$ cat src/rtl/sysctrl_gen.sv
// sysctrl_gen: MCU byte-protocol system-control endpoint.
// LEDs, colour, config slots, interrupts, menu streaming and read-back.
module sysctrl_gen #(
  parameter logic [7:0]           CORE_ID      = 8'h00,
  parameter int                   NUM_CFG      = 24,
  parameter logic [8*NUM_CFG-1:0] CFG_IDS      = {NUM_CFG{8'h00}},
  parameter logic [8*NUM_CFG-1:0] CFG_DEFAULTS = {NUM_CFG{8'h00}},
  parameter int                   NUM_BTN      = 2,
  parameter int                   NUM_INT      = 8,
  parameter int                   MENU_AW      = 12
) (
  input  logic                 clk,
  input  logic                 reset_n,
  input  logic                 data_in_strobe,
  input  logic                 data_in_start,
  input  logic [7:0]           data_in,
  output logic [7:0]           data_out,
  output logic                 int_out_n,
  input  logic [NUM_INT-1:0]   int_in,
  output logic [NUM_INT-1:0]   int_ack,
  input  logic [NUM_BTN-1:0]   buttons,
  output logic [1:0]           leds,
  output logic [23:0]          color,
  output logic [MENU_AW-1:0]   menu_addr,
  input  logic [7:0]           menu_data,
  output logic [8*NUM_CFG-1:0] cfg_values,
  output logic [NUM_CFG-1:0]   cfg_update
);

  localparam logic [7:0] CMD_NOP = 8'hFF;

  logic [7:0]           cmd_q, cmd_d;
  logic [3:0]           cnt_q, cnt_d;
  logic [7:0]           id_q, id_d;
  logic [7:0]           dout_d;
  logic [1:0]           leds_d;
  logic [23:0]          color_d;
  logic [NUM_INT-1:0]   ack_d;
  logic [8*NUM_CFG-1:0] cfg_d;
  logic [NUM_CFG-1:0]   upd_d;
  logic [MENU_AW-1:0]   addr_d;
  logic                 rearm;
  logic                 clr_cold;

  logic                 sys_int;
  logic                 coldboot;
  logic                 btn_armed;
  logic [NUM_BTN-1:0]   btn_meta;
  logic [NUM_BTN-1:0]   btn_sync;
  logic                 btn_evt;

  logic [NUM_CFG-1:0]   hit_mask;
  logic                 hit;
  logic [7:0]           hit_val;
  logic [NUM_INT-1:0]   irq_vec;

  function automatic logic [7:0] rev8(input logic [7:0] b);
    logic [7:0] r;
    for (int k = 0; k < 8; k++) r[k] = b[7-k];
    return r;
  endfunction

  // Walk downward so the lowest matching slot wins.
  always_comb begin
    hit_mask = '0;
    hit      = 1'b0;
    hit_val  = 8'hFF;
    for (int i = NUM_CFG - 1; i >= 0; i--) begin
      if (CFG_IDS[8*i +: 8] == id_q) begin
        hit_mask = NUM_CFG'(1) << i;
        hit      = 1'b1;
        hit_val  = cfg_values[8*i +: 8];
      end
    end
  end

  assign irq_vec   = (int_in & ~NUM_INT'(1)) | NUM_INT'(sys_int);
  assign int_out_n = ~(|irq_vec);
  assign btn_evt   = btn_armed && (btn_meta != btn_sync);

  always_ff @(posedge clk or negedge reset_n) begin
    if (!reset_n) begin
      cmd_q      <= CMD_NOP;
      cnt_q      <= '0;
      id_q       <= '0;
      data_out   <= '0;
      leds       <= '0;
      color      <= '0;
      int_ack    <= '0;
      cfg_values <= CFG_DEFAULTS;
      cfg_update <= '0;
      menu_addr  <= '0;
    end else begin
      cmd_q      <= cmd_d;
      cnt_q      <= cnt_d;
      id_q       <= id_d;
      data_out   <= dout_d;
      leds       <= leds_d;
      color      <= color_d;
      int_ack    <= ack_d;
      cfg_values <= cfg_d;
      cfg_update <= upd_d;
      menu_addr  <= addr_d;
    end
  end

  always_comb begin
    cmd_d    = cmd_q;
    cnt_d    = cnt_q;
    id_d     = id_q;
    dout_d   = data_out;
    leds_d   = leds;
    color_d  = color;
    ack_d    = '0;
    cfg_d    = cfg_values;
    upd_d    = '0;
    addr_d   = menu_addr;
    rearm    = 1'b0;
    clr_cold = 1'b0;
    if (data_in_strobe && data_in_start) begin
      cmd_d  = data_in;
      cnt_d  = '0;
      dout_d = '0;
      addr_d = '0;
    end else if (data_in_strobe && cmd_q != CMD_NOP) begin
      cnt_d = (cnt_q == 4'hF) ? cnt_q : cnt_q + 4'd1;
      unique case (1'b1)
        cmd_q == 8'h00: begin
          case (cnt_q)
            4'd0:    dout_d = 8'h5C;
            4'd1:    dout_d = 8'h42;
            4'd2:    dout_d = CORE_ID;
            default: dout_d = 8'h00;
          endcase
        end
        cmd_q == 8'h01: begin
          if (cnt_q == 4'd0) leds_d = data_in[1:0];
        end
        cmd_q == 8'h02: begin
          case (cnt_q)
            4'd0:    color_d[15:8]  = rev8(data_in);
            4'd1:    color_d[7:0]   = rev8(data_in);
            4'd2:    color_d[23:16] = rev8(data_in);
            default: ;
          endcase
        end
        cmd_q == 8'h03: begin
          dout_d = 8'(buttons);
          rearm  = 1'b1;
        end
        cmd_q == 8'h04: begin
          if (cnt_q == 4'd0) begin
            id_d = data_in;
          end else if (cnt_q == 4'd1) begin
            upd_d = hit_mask;
            for (int i = 0; i < NUM_CFG; i++)
              if (hit_mask[i]) cfg_d[8*i +: 8] = data_in;
          end
        end
        cmd_q == 8'h05: begin
          if (cnt_q == 4'd0) ack_d = data_in[NUM_INT-1:0];
          dout_d = 8'(irq_vec);
        end
        cmd_q == 8'h06: begin
          dout_d   = {5'b0, ~btn_armed, 1'b0, coldboot};
          clr_cold = (cnt_q == 4'd0);
        end
        cmd_q == 8'h08: begin
          dout_d = menu_data;
          addr_d = menu_addr + MENU_AW'(1);
        end
        cmd_q == 8'h09: begin
          if (cnt_q == 4'd0) begin
            id_d   = data_in;
            dout_d = 8'h00;
          end else if (cnt_q == 4'd1) begin
            dout_d = hit ? hit_val : 8'hFF;
          end else begin
            dout_d = 8'h00;
          end
        end
        default: dout_d = 8'h00;
      endcase
    end
  end

  // Button event and interrupt latch; a new event beats a same-cycle ack.
  always_ff @(posedge clk or negedge reset_n) begin
    if (!reset_n) begin
      btn_meta  <= '0;
      btn_sync  <= '0;
      btn_armed <= 1'b1;
      sys_int   <= 1'b1;
      coldboot  <= 1'b1;
    end else begin
      btn_meta  <= buttons;
      btn_sync  <= btn_meta;
      btn_armed <= (btn_armed & ~btn_evt) | rearm;
      sys_int   <= btn_evt | (sys_int & ~int_ack[0]);
      coldboot  <= coldboot & ~clr_cold;
    end
  end

endmodule
$ cat config.mk
export PLATFORM = sky130hd
export DESIGN_NAME = sysctrl_gen
export DESIGN_NICKNAME = d
export VERILOG_FILES = /design/src/rtl/sysctrl_gen.sv
export SDC_FILE = /design/constraint.sdc
export NUM_CORES = 1
export LEC_CHECK = 0
export CORE_MARGIN = 2
export CORE_UTILIZATION = 40
export DETAILED_ROUTE_END_ITERATION = 12
export PLACE_DENSITY = 0.82
export SLEW_MARGIN = 40
export SYNTH_ARGS = -nofsm -noshare
export SYNTH_HDL_FRONTEND = slang
export SYNTH_SLANG_ARGS = --single-unit
$ cat constraint.sdc
create_clock -name clk -period 3.61 [get_ports clk]
set_input_delay 0.5415 -clock clk [delete_from_list [all_inputs] [get_ports clk]]
set_output_delay 0.5415 -clock clk [all_outputs]
set_load 0.1 [all_outputs]
==> run_results.csv <==
group,metric,value,unit
power,clock_power_share,28.1,%
placement,preCtsSetupSlack,709,ps
critical_path,critPathMaxFanout,8,
logic_synthesis,yosys_register_bits,90,
sta,grt_setup_unrepaired,"false",
sta,fin_tns_setup,0,ps
final_layout,final-instance-count-excl-fill,829,
logic_synthesis,postSynth.topFlopCell,"sky130_fd_sc_hd__dfrtp_1",
global_route,grt_max_degree,60,
placement,globalplace.congestion,0.879,
global_route,antenna_violations_before_repair,0,
global_route,globalRoute.totalOverflow,0,
clocking,hold_buffers,0,
critical_path,rr_endpoint,"color[8]$_DFFE_PN0P_",
clocking,clkTransAtPathRegs,70,ps
logic_synthesis,xor_and_xnor_area_share_after_synthesis,2.31,%
placement,hpwl,8450,um
detailed_routing,final_antenna_net_count,0,
clocking,cts.repair_timing.setup_buffer_count,0,
logic_synthesis,compound_gate_portion_of_the_synthesized_area,5.51,%
sta,min_period_over_period,71.0,%
final_layout,final_util,43.3,%
floorplan,core-area,13900,sq um
logic_synthesis,synth_async_sr_flop_share,100,%
power,intPower,1.78,mW
logic_synthesis,synthesis.yosys.warnings,0,
sta,worst_pin_slew,727,ps
power,p_comb_share,39.0,%
detailed_routing,wl_per_cell,13.5,um
power,p_sw,1.73,mW
logic_synthesis,synth_fa_ha_area_share,1.10,%
critical_path,crit_path_end_kind,"flop",
floorplan,fp-row-count,43,
final_layout,fillCellCount,1340,
global_route,global_route.usage.total,14.4,%
power,sw_share,49.2,%
critical_path,worst_setup_path_start_kind,"primary input",
logic_synthesis,synthesis.instances,553,
power,share_seq_of_total_power,32.8,%
clocking,clock_tree.htree_level_count,3,
critical_path,cp.required,3840,ps
critical_path,worst_r2r_startpoint,"cnt_q[2]$_DFFE_PN0P_",
placement,numPortBuffers,92,
logic_synthesis,post-synth-top-area-cell,"sky130_fd_sc_hd__dfrtp_1",
logic_synthesis,cells_taking_the_most_area_after_synthesis,"sky130_fd_sc_hd__dfrtp_1, sky130_fd_sc_hd__buf_4, sky130_fd_sc_hd__mux2_2, sky130_fd_sc_hd__dfstp_2, sky130_fd_sc_hd__nand3_1",
power,leakagePower,3.11,nW
clocking,worst_skew_pair.late_latency,340,ps
detailed_routing,route.detailed.vias_per_inst,4.39,
placement,placed_cells,813,
detailed_routing,sum_of_routed_wire_length_over_all_layers,11200,um
sta,fin_worst_skew,8.02,ps
logic_synthesis,synth_mux_area_share,10.3,%
floorplan,initial_utilization,40.9,%
floorplan,io_pins,301,
outcome,run_status,"completed",
sta,finalHoldViolCount,0,
clocking,clock_tree_from_tritoncts,"built",
clocking,cts_num_sinks,90,
floorplan,die_width,123,um
detailed_routing,dr.pass1.iters,4,
floorplan,chipHeight,123,um
logic_synthesis,combined_area_of_all_synthesized_cells,5680,sq um
sta,setup_viol,0,
logic_synthesis,synth.lib_cells_used.distinct,53,
global_route,grt_first_pass_wirelength,17200,um
clocking,root_buffer,"sky130_fd_sc_hd__clkbuf_16",
sta,post-route-worst-setup-slack,1050,ps
run,maxCapViolCount,0,
logic_synthesis,yosysMostFrequentCell,"sky130_fd_sc_hd__buf_4",
critical_path,timing.setup.critical_path_class,"primary input to flop",
logic_synthesis,largest_family_of_logic_cells_by_synthesized_area,"buffers and inverters",
sta,slew-limit-headroom,51.6,%
final_layout,num_antenna_cells,0,
power,post-layout-total-power,3.51,mW
clocking,clk_path_buf_depth,2,
sta,slew_viol_final,0,
floorplan,floorplan.die_area,15200,sq um
global_route,grt_pass1_vias,3315,
logic_synthesis,synthTopCellsByCount,"sky130_fd_sc_hd__buf_4, sky130_fd_sc_hd__dfrtp_1, sky130_fd_sc_hd__mux2_2",
sta,fmax,390,MHz
worst_hold_path,hold_class,"primary input to asynchronous set/reset pin",
detailed_routing,drc_violations,0,
logic_synthesis,synth_largest_type_area_fraction,34.8,%
final_layout,multi_input_comb_area,2550,sq um
critical_path,timing.reg2reg.worst_path_depth,5,
clocking,cts_buffers,9,
critical_path,crit_arrival,2790,ps
final_layout,area_delta_synth_final,5.79,%
logic_synthesis,synth_edf_count,0,
sta,period_needed,2560,ps
power,power_per_cell_area,584,nW/um^2
power,peak_supply_drop,0.339,mV
logic_synthesis,yosys.area_share.simple,12.0,%
final_layout,final_layout_size_suffix_gt1_share,24.5,%
critical_path,reg2reg_setup_slack,1050,ps
logic_synthesis,post_synth.cell_area_avg,10.3,sq um
detailed_routing,drt_first_iter_violations,184,
logic_synthesis,yosysSeqAreaShare,39.9,%
final_layout,final_net_count,679,
detailed_routing,detailroute.via_count,3643,
clocking,cts.repair.resized,0,
final_layout,sequential_cell_area,2270,sq um
power by group through the flow:
stage	Combinational [mW]	Sequential, mW	Clock (mW)
after floorplan	1.33	1.24	0
after global placement	1.37	1.17	0
after detailed placement	1.36	1.17	0
after CTS	1.36	1.15	1.00
after global routing	1.43	1.16	1.06
final	1.37	1.15	0.988
metrics by stage:
step                      cell area, sq um  hold slack [ps]
final                                 6010              252
after global routing                  6010              315
after floorplan                       6450              246
after global placement                6000              377
after CTS                             6000              291
after detailed placement              5690              380
cell usage in the layout, fill, tap and decap left out, types with 11 or more instances in the layout:
cell	instances
sky130_fd_sc_hd__mux2_2	51
sky130_fd_sc_hd__nand3_1	18
sky130_fd_sc_hd__buf_2	63
sky130_fd_sc_hd__conb_1	207
sky130_fd_sc_hd__nor2_1	23
sky130_fd_sc_hd__dfstp_2	11
sky130_fd_sc_hd__clkdlybuf4s50_1	27
sky130_fd_sc_hd__nand2_1	14
sky130_fd_sc_hd__dfrtp_1	79
worst max-delay path, stage by stage:
cell and delay (ps):
sky130_fd_sc_hd__clkdlybuf4s50_1 540, sky130_fd_sc_hd__o21ai_1 220, sky130_fd_sc_hd__or3_1 450, sky130_fd_sc_hd__nor3_2 630, sky130_fd_sc_hd__mux2_2 410
layer usage:
metal	wire [um]	share of wire [%]	GRT usage, %	up-vias
li1	-	-	-	1646
met1	4310	39	18.2	1794
met5	0	0	0	-
met4	132	1.2	3.76	0
met3	920	8.2	3.97	12
met2	5820	52	24.5	191
how the worst max path moves through the flow:
stage,from,endpoint,slack (ps),cells past startpoint
after global routing,cnt_q[2]$_DFFE_PN0P_,color[8]$_DFFE_PN0P_,920,5
final,data_in_strobe,color[8]$_DFFE_PN0P_,1050,5
after floorplan,int_in[2],int_out_n,740,2
after detailed placement,data_in_strobe,color[15]$_DFFE_PN0P_,710,5
after global placement,data_in_strobe,color[12]$_DFFE_PN0P_,730,5
after CTS,data_in_strobe,color[8]$_DFFE_PN0P_,1060,5
registers in the layout (all words and copies together), names as in the netlist:
register / cells
btn_armed: 1
cmd_q: 8
btn_sync: 2
btn_meta: 2
leds: 2
menu_addr: 12
color: 24
cfg_values: 8
coldboot: 1
data_out: 8
id_q: 8
sys_int: 1
cfg_update: 1
cnt_q: 4
int_ack: 8
cell type report:
class                      instances  share of cell area (%)
multi-input combinational        441                    42.5
sequential                        90                    37.7
timing repair buffer              95                    10.4
clock buffer                      10                    3.98
tap                              180                    3.75
clock inverter                     6                    1.27
inverter                           7                   0.437
kinds of logic (layout without fill, tap and decap cells):
family | count (synthesis) | after routing
flops | 90 | 90
xor+xnor | 15 | 15
mux | 52 | 52
buf+inv | 228 | 118
fa+ha+maj | 5 | 5
compound gates | 45 | 45
other cells | 1 | 207
simple gates | 117 | 117
Note: power is estimated with default switching activity, not from simulation.
